==> src/rtl/alu_pkg.sv <==
// Shared definitions for the ALU issue controller: op codes, FSM states, op decode helpers.
// Latency: n/a (package).
// Backpressure: n/a (package).
package alu_pkg;

   localparam logic [3:0] OP_ADD  = 4'd0;
   localparam logic [3:0] OP_SUB  = 4'd1;
   localparam logic [3:0] OP_SLL  = 4'd2;
   localparam logic [3:0] OP_SLT  = 4'd3;
   localparam logic [3:0] OP_SLTU = 4'd4;
   localparam logic [3:0] OP_XOR  = 4'd5;
   localparam logic [3:0] OP_SRL  = 4'd6;
   localparam logic [3:0] OP_SRA  = 4'd7;
   localparam logic [3:0] OP_OR   = 4'd8;
   localparam logic [3:0] OP_AND  = 4'd9;

   localparam int NUM_ALU_OPS = 10;

   typedef enum logic [1:0] {
      ST_IDLE = 2'd0,
      ST_EXEC = 2'd1,
      ST_RESP = 2'd2
   } state_t;

   // Codes 10..15 have no ALU function behind them.
   function automatic logic op_legal(input logic [3:0] op);
      return (op < 4'(NUM_ALU_OPS));
   endfunction

   // One-hot enable vector, bit k drives the enable of op code k; illegal codes give all zeros.
   function automatic logic [NUM_ALU_OPS-1:0] op_decode(input logic [3:0] op);
      logic [NUM_ALU_OPS-1:0] d;
      d = '0;
      case (op)
         OP_ADD:  d[0] = 1'b1;
         OP_SUB:  d[1] = 1'b1;
         OP_SLL:  d[2] = 1'b1;
         OP_SLT:  d[3] = 1'b1;
         OP_SLTU: d[4] = 1'b1;
         OP_XOR:  d[5] = 1'b1;
         OP_SRL:  d[6] = 1'b1;
         OP_SRA:  d[7] = 1'b1;
         OP_OR:   d[8] = 1'b1;
         OP_AND:  d[9] = 1'b1;
         default: d = '0;
      endcase
      return d;
   endfunction

endpackage

==> src/rtl/alu_issue_ctrl_rr_arbiter.sv <==
// Round-robin arbiter: picks the first set request at or after the pointer, wrapping.
// Latency: purely combinational.
// Backpressure: none; the caller decides when a grant is consumed and advances the pointer.
module rr_arbiter #(
   parameter int NUM_REQ = 2,
   parameter int ID_W    = 1
) (
   input  logic [NUM_REQ-1:0] i_req,
   input  logic [ID_W-1:0]    i_ptr,
   output logic [NUM_REQ-1:0] o_grant,
   output logic [ID_W-1:0]    o_idx,
   output logic               o_any
);

   // Scan requesters starting at the pointer; the first hit wins.
   always_comb begin
      int c;
      o_grant = '0;
      o_idx   = '0;
      o_any   = 1'b0;
      c       = 0;
      for (int k = 0; k < NUM_REQ; k++) begin
         c = int'(i_ptr) + k;
         if (c >= NUM_REQ) begin
            c = c - NUM_REQ;
         end
         if (!o_any && i_req[c]) begin
            o_any      = 1'b1;
            o_grant[c] = 1'b1;
            o_idx      = ID_W'(c);
         end
      end
   end

endmodule

==> src/rtl/alu_issue_ctrl.sv <==
// Shares one combinational ALU between NUM_REQ requesters with round-robin grant and tagged response.
// Latency: accept edge -> rsp_valid after EXEC_CYCLES edges; one op per EXEC_CYCLES+2 cycles at best.
// Backpressure: req_ready only in IDLE; response held until rsp_ready, no new grant until the cycle after.
module alu_issue_ctrl
   import alu_pkg::*;
#(
   parameter int NUM_REQ     = 2,
   parameter int ID_W        = 1,
   parameter int EXEC_CYCLES = 1
) (
   input  logic                  clk,
   input  logic                  rst,
   input  logic [NUM_REQ-1:0]    req_valid,
   output logic [NUM_REQ-1:0]    req_ready,
   input  logic [4*NUM_REQ-1:0]  req_op,
   input  logic [32*NUM_REQ-1:0] req_rs1,
   input  logic [32*NUM_REQ-1:0] req_rs2,
   output logic                  rsp_valid,
   input  logic                  rsp_ready,
   output logic [ID_W-1:0]       rsp_id,
   output logic [31:0]           rsp_data,
   output logic                  rsp_err,
   output logic                  add_en,
   output logic                  sub_en,
   output logic                  sll_en,
   output logic                  slt_en,
   output logic                  sltu_en,
   output logic                  xor_en,
   output logic                  srl_en,
   output logic                  sra_en,
   output logic                  or_en,
   output logic                  and_en,
   output logic [31:0]           alu_rs1,
   output logic [31:0]           alu_rs2,
   input  logic [31:0]           alu_rd
);

   localparam int               CNT_W    = (EXEC_CYCLES > 1) ? $clog2(EXEC_CYCLES) : 1;
   localparam logic [CNT_W-1:0] CNT_LOAD = CNT_W'(EXEC_CYCLES - 1);
   localparam logic [ID_W-1:0]  LAST_IDX = ID_W'(NUM_REQ - 1);

   state_t                 r_state;
   state_t                 w_state_nxt;
   logic [ID_W-1:0]        r_rr_ptr;
   logic [CNT_W-1:0]       r_cnt;
   logic [NUM_ALU_OPS-1:0] r_en;
   logic [31:0]            r_alu_rs1;
   logic [31:0]            r_alu_rs2;
   logic                   r_legal;
   logic [ID_W-1:0]        r_id;
   logic                   r_rsp_valid;
   logic [31:0]            r_rsp_data;
   logic                   r_rsp_err;
   logic [ID_W-1:0]        r_rsp_id;

   logic [NUM_REQ-1:0]     w_grant;
   logic [ID_W-1:0]        w_gnt_idx;
   logic                   w_gnt_any;
   logic [ID_W-1:0]        w_next_ptr;
   logic [3:0]             w_op;
   logic [31:0]            w_rs1;
   logic [31:0]            w_rs2;
   logic                   w_accept;
   logic                   w_exec_last;
   logic                   w_rsp_done;

   rr_arbiter #(
      .NUM_REQ (NUM_REQ),
      .ID_W    (ID_W)
   ) u_arb (
      .i_req   (req_valid),
      .i_ptr   (r_rr_ptr),
      .o_grant (w_grant),
      .o_idx   (w_gnt_idx),
      .o_any   (w_gnt_any)
   );

   // Ready is only offered in IDLE and is forced low while reset is asserted.
   assign req_ready  = (r_state == ST_IDLE && !rst) ? w_grant : '0;
   assign w_next_ptr = (w_gnt_idx == LAST_IDX) ? '0 : w_gnt_idx + ID_W'(1);

   // Select the granted requester's op and operands (one-hot grant, so the last hit is the only hit).
   always_comb begin
      w_op  = '0;
      w_rs1 = '0;
      w_rs2 = '0;
      for (int i = 0; i < NUM_REQ; i++) begin
         if (w_grant[i]) begin
            w_op  = req_op[4*i +: 4];
            w_rs1 = req_rs1[32*i +: 32];
            w_rs2 = req_rs2[32*i +: 32];
         end
      end
   end

   // FSM state register.
   always_ff @(posedge clk or posedge rst) begin
      if (rst) begin
         r_state <= ST_IDLE;
      end else begin
         r_state <= w_state_nxt;
      end
   end

   // Next-state logic and the per-cycle event strobes that steer the datapath.
   always_comb begin
      w_state_nxt = r_state;
      w_accept    = 1'b0;
      w_exec_last = 1'b0;
      w_rsp_done  = 1'b0;
      case (r_state)
         ST_IDLE: begin
            if (w_gnt_any) begin
               w_accept    = 1'b1;
               w_state_nxt = ST_EXEC;
            end
         end
         ST_EXEC: begin
            if (r_cnt == '0) begin
               w_exec_last = 1'b1;
               w_state_nxt = ST_RESP;
            end
         end
         ST_RESP: begin
            if (rsp_ready) begin
               w_rsp_done  = 1'b1;
               w_state_nxt = ST_IDLE;
            end
         end
         default: w_state_nxt = ST_IDLE;
      endcase
   end

   // Issue side: latch the granted op into registered enables/operands, count the exec window.
   always_ff @(posedge clk or posedge rst) begin
      if (rst) begin
         r_rr_ptr  <= '0;
         r_cnt     <= '0;
         r_en      <= '0;
         r_alu_rs1 <= '0;
         r_alu_rs2 <= '0;
         r_legal   <= 1'b0;
         r_id      <= '0;
      end else if (w_accept) begin
         r_rr_ptr  <= w_next_ptr;
         r_cnt     <= CNT_LOAD;
         r_en      <= op_decode(w_op);
         r_alu_rs1 <= w_rs1;
         r_alu_rs2 <= w_rs2;
         r_legal   <= op_legal(w_op);
         r_id      <= w_gnt_idx;
      end else if (w_exec_last) begin
         r_en      <= '0;
         r_alu_rs1 <= '0;
         r_alu_rs2 <= '0;
      end else if (r_state == ST_EXEC) begin
         r_cnt     <= r_cnt - CNT_W'(1);
      end
   end

   // Response side: capture the ALU result on the last exec edge and hold it until handshake.
   always_ff @(posedge clk or posedge rst) begin
      if (rst) begin
         r_rsp_valid <= 1'b0;
         r_rsp_data  <= '0;
         r_rsp_err   <= 1'b0;
         r_rsp_id    <= '0;
      end else if (w_exec_last) begin
         r_rsp_valid <= 1'b1;
         r_rsp_data  <= r_legal ? alu_rd : '0;
         r_rsp_err   <= ~r_legal;
         r_rsp_id    <= r_id;
      end else if (w_rsp_done) begin
         r_rsp_valid <= 1'b0;
      end
   end

   assign rsp_valid = r_rsp_valid;
   assign rsp_data  = r_rsp_data;
   assign rsp_err   = r_rsp_err;
   assign rsp_id    = r_rsp_id;
   assign alu_rs1   = r_alu_rs1;
   assign alu_rs2   = r_alu_rs2;
   assign add_en    = r_en[0];
   assign sub_en    = r_en[1];
   assign sll_en    = r_en[2];
   assign slt_en    = r_en[3];
   assign sltu_en   = r_en[4];
   assign xor_en    = r_en[5];
   assign srl_en    = r_en[6];
   assign sra_en    = r_en[7];
   assign or_en     = r_en[8];
   assign and_en    = r_en[9];

endmodule
==> config.mk <==
export PLATFORM = sky130hd
export DESIGN_NAME = alu_issue_ctrl
export DESIGN_NICKNAME = d
export VERILOG_FILES = /design/src/rtl/alu_pkg.sv /design/src/rtl/alu_issue_ctrl_rr_arbiter.sv /design/src/rtl/alu_issue_ctrl.sv
export SDC_FILE = /design/constraint.sdc
export NUM_CORES = 1
export LEC_CHECK = 0
export CORE_MARGIN = 4
export CORE_UTILIZATION = 35
export DETAILED_ROUTE_END_ITERATION = 6
export GPL_TIMING_DRIVEN = 0
export PLACE_DENSITY = 0.74
export SYNTH_ARGS = -nofsm -noshare
export SYNTH_HDL_FRONTEND = slang
export SYNTH_SLANG_ARGS = --single-unit
==> constraint.sdc <==
create_clock -name clk -period 4.8 [get_ports clk]
set_input_delay 0.96 -clock clk [delete_from_list [all_inputs] [get_ports clk]]
set_output_delay 0.96 -clock clk [all_outputs]
set_load 0.01 [all_outputs]
Word-level counts from Yosys, hierarchy flattened:

Index checks and enable logic that the tools add are counted.

* register bits: 115
* latch bits: 0
* memory bits (writable): 0
* ROM bits: 0
* bits of input ports: 173
* output and inout bits: 111
* word-level logic and storage cells: 111
* memories kept: 0

* add/sub/neg operators: 5
* multiply operators: 0
* divide/modulo/power cells: 0
* order comparisons: 7
* eq/ne operators: 15
* shifts and indexed selects: 0
* multiplexer cells: 57
* bitwise operators: 2
* reduce and logical (&&, ||, !) cells: 13

Operators by type and width (number)
* 32-bit two-way mux: 10
* 32-bit by 1-bit greater-or-equal comparator with 1-bit output, second input constant: 2
* 32-bit by 3-bit less-than comparator with 1-bit output, second input constant: 2
* 1-bit two-way mux: 34
* 32-bit by 3-bit greater-or-equal comparator with 1-bit output, second input constant: 1
* 32-bit by 3-bit subtractor with 32-bit output, second input constant: 1
* 10-bit two-way mux: 2
* 4-bit by 3-bit == test with 1-bit output, second input constant: 4
* 2-bit two-way mux: 6
* 4-bit by 2-bit == test with 1-bit output, second input constant: 2
* 4-bit == test, second input constant: 2
* 4-bit two-way mux: 2
* 2-bit != test, second input constant: 3
* 2-bit case mux with 3 select lines: 1
* 2-bit nonzero test: 3
* 4-bit by 1-bit == test with 1-bit output, second input constant: 1
* 1-bit logical AND: 4
* 4-bit logical NOT: 1
* 4-bit less-than comparator, second input constant: 1
* 3-bit AND reduction: 1
* 1-bit by 2-bit subtractor with 3-bit output, second input constant: 1
* 1-bit by 1-bit adder with 2-bit output, second input constant: 1
* 1-bit demux with 1-bit select: 2
* 2-bit by 1-bit == test with 1-bit output, second input constant: 1
* other kinds (10): 11

Depth between registers and ports, before layout:

* word-level depth: 14
* gate-level depth with buffers: 7
* mapped depth without buffers: 4

Hierarchy:

From an unflattened synthesis, not the netlist that was laid out.

* cell total of the unflattened synthesis: 455
* area, all modules: 5066.1 µm²

Modules (own cells, without submodules)
* alu_issue_ctrl: times used 1, cells an instance 450, area each 5033.6 µm², seq. area each 2877.8 µm²
* rr_arbiter: times used 1, cells an instance 5, area each 32.5 µm², seq. area each 0.0 µm²

Worst setup path after synthesis:

Ideal clock, no wire load.

* kind: input -> output
* start point: input rst
* end point: output req_ready[0]
* arrival time: 3.854 ns
* required time: 3.840 ns
* slack: -0.014 ns
* stages on the path: 2
* buffers on the path: 0
* cells stage by stage: inv_1 and3_1

* word-level cells in the longest chain between the ends: 3

RTL lines
* from (decl): line alu_issue_ctrl.sv:12 `input logic rst,`
* 1-bit logical NOT (no source line)
* 1-bit logical AND: line alu_issue_ctrl.sv:79 `assign req_ready = (r_state == ST_IDLE && !rst) ? w_grant : '0;`
* 2-bit two-way mux: line alu_issue_ctrl.sv:79
* to (decl): line alu_issue_ctrl.sv:14 `output logic [NUM_REQ-1:0] req_ready,`

Every way passes these cells.

Final worst setup path:

Same ends and word-level chain as after synthesis.

==> results by group <==
Yosys
  • Ys async rst share: 100%
  • Syn Nets: 677
  • Most frequent cell after synthesis: nand2_1
  • Netlist Area Pre-Place: 5010 µm²
  • Library cells used by synthesis: 32
  • Most used DFF post-synth: dfrtp_1
  • Area contributors post-synth: dfrtp_1, nand2_1, a22oi_1
  • FF+latch count, synth: 115
  • EDFF count, synth: 0
  • Post-synth top area cell: dfrtp_1
  • Syn Area/Cell: 9.94 µm²
  • Synth top cells by count: nand2_1, dfrtp_1, a22oi_1
  • Sequential element share of the synthesized area: 57.4%
  • Syn Inst Count: 504
  • Ys Warns: 0
  • Top cell type's share of synthesized area: 57.4%

Power and ir drop
  • Power share of the combinational group: 43.0%
  • Total power: 5.28 mW
  • IR drop worst, VDD: 0.000229 V
  • Internal cell power: 3.47 mW
  • P_sw: 1.81 mW
  • PwrDens: 602 nW/µm²
  • Sw Share: 34.3%
  • Seq pwr share: 30.9%
  • P_leak: 3.71 nW
  • Clock power frac: 26.0%

Floorplanning
  • Die Height: 128 µm
  • Core area: 13900 µm²
  • Num ports: 284
  • Die width: 128 µm
  • # rows: 43
  • DIE AREA: 16300 µm²
  • Initial Utilization: 36.0%

Detailed routing
  • DR iter-0 viols: 216
  • Wire length per cell: 18.2 µm
  • WL final: 18.2 mm
  • Number of remaining DRC errors: 0
  • Post-DR vias/cell: 5.12
  • Number of iterations in the first detailed-routing pass: 5
  • Vias: 5122
  • Final ANT Viol Nets: 0

Worst hold path
  • Min-Delay Endpoint: alu_rs1[7]$_DFFE_PP0P_
  • Worst Min Path Start: alu_rs1[7]$_DFFE_PP0P_
  • Hold path cells: 2
  • Hold Path Class: reg2reg

Cells and area
  • Final #Nets: 981
  • Synthesis-to-layout area growth: 74.9%
  • # diodes: 0
  • Fillers: 1127
  • Footprint of the multi-input gates: 1860 µm²
  • Layout cells sized above 1: 8.77%
  • Final Cell Area: 8760 µm²
  • Seq. cell area: 2880 µm²

Setup path
  • R2r startpoint: r_state[0]$_DFFE_PP0P_
  • Reg2Reg Depth: 6
  • Worst flop-to-flop path endpoint: alu_rs2[23]$_DFFE_PP0P_
  • Critical Path RT: 3840 ps
  • Critical path arrival: 3310 ps
  • Worst setup path category: in2out
  • Startpoint Class: primary input
  • Worst R2R Setup Slack: 2930 ps
  • Crit-path max FO: 45
  • CP Capture Type: output port

Clock network
  • Worst skew pair latency: 400 ps
  • Setup bufs post-CTS: 0
  • H-tree depth: 4
  • Clock buffer depth: 2
  • Clock slew at reported path FFs: 50 ps
  • Post_cts resized: 0
  • CTS tree: built
  • CTS Buf Count: 17
  • Root Driver: clkbuf_16
  • # hold bufs at CTS: 0
  • Clk sinks: 115

STA
  • Final hold violations: 0
  • Hold WS: 475 ps
  • Fmax: 0.234 GHz
  • Least-Margin Pin Slew: 833 ps
  • Final setup vio count: 0
  • Setup Total Neg Slack: 0 ps
  • Final worst-path cycle share: 88.9%
  • Max-slew violations: 0
  • RSZ-0062 raised after global routing: no
  • Minimum clock period: 4270 ps
  • Relative slew slack: 44.3%
  • Setup Skew: 5.08 ps

GRT
  • First-pass GRT wire length: 28.4 mm
  • Total grt overflow: 0
  • Overall global routing resource usage: 22.3%
  • Initial antenna violation count: 0
  • Largest net degree at the start of global routing: 46
  • Vias in the first global route: 5414

Flow run
  • Max cap viols: 0

Outcome
  • Outcome: complete, no violations

Place
  • Routability congestion estimate: 0.875
  • Port Buffers: 283
  • Cell Area, Placed: 8110 µm²
  • Hpwl dp: 14.3 mm
## metal layers
layer	vias up	share of wire, %	global-route usage, %
li1	2401	-	-
met1	2465	38	26.1
met2	225	52	38.8
met3	31	8.0	6.56
met4	0	1.9	8.36
met5	-	0	0
## worst max path at each step
stage          startpoint           end  slack, ps  depth (start not counted)
2_1_floorplan         rst  req_ready[0]        760                          2
3_3_place_gp          rst  req_ready[1]       -890                          4
3_5_place_dp          rst  req_ready[1]        460                          5
4_1_cts               rst  req_ready[1]        440                          5
5_1_grt               rst  req_ready[1]        280                          5
6_report              rst  req_ready[0]        530                          5
## final cells by class
cell class,instances,share of cell area (%)
plain buffers,43,2.90
clock buffers,22,5.41
clock inverters,10,2.03
inverters,4,0.214
multi-input cells,342,21.3
flip-flops and latches,115,32.8
well taps,180,2.57
repair buffers,285,32.8
## metrics by stage
step                      setup WS, ps  instances  util, %
after floorplan                    759        504        -
after global routing               280       1001     62.9
after CTS                          444       1001     62.9
after detailed placement           456        969     58.2
final                              533       1001     62.9
after global placement            -889        967     57.9
## cells by family after synthesis
kind of cell / share of synthesized area (%)
compound gates: 25.0
flops: 57.4
mux: 0.225
buf+inv: 5.37
simple gates: 12.0
## state kept, by name, indices dropped and copies added, names as in the netlist, 2 cells and up
register  cells
alu_rs1      32
alu_rs2      32
r_en         10
r_state       2
rsp_data     32
## power by group through the flow
stage	sequential [mW]	combinational, mW	clock, mW
finish	1.63	2.27	1.37
global route	1.68	2.47	1.45
CTS	1.63	2.30	1.40
detailed placement	1.64	2.29	0
global placement	1.62	2.24	0
floorplan	1.79	0.809	0
## placed cells by master (no fill, tap or decap), types with 2 or more instances in the layout
| cell type | count |
|---|---|
| clkdlybuf4s50_1 | 283 |
| nand2_1 | 137 |
| dfrtp_1 | 115 |
| a22oi_1 | 64 |
| o21ai_0 | 57 |
| o21ai_1 | 44 |
| clkbuf_1 | 18 |
| clkbuf_16 | 17 |
| buf_2 | 14 |
| buf_6 | 7 |
| a32o_1 | 7 |
| buf_4 | 6 |
| o31ai_1 | 5 |
| bufinv_16 | 5 |
| a21oi_1 | 4 |
| a32oi_2 | 4 |
| clkinv_2 | 4 |
| inv_1 | 3 |
| clkbuf_8 | 3 |
| a31oi_1 | 2 |
| clkinvlp_4 | 2 |
| and3_1 | 2 |
| buf_12 | 2 |
## critical path, stage by stage
cell and delay [ps]:
clkdlybuf4s50_1 500, clkinvlp_4 670, buf_12 470, and3_1 180, clkdlybuf4s50_1 510
No activity file was read; power rests on OpenSTA's default activity.
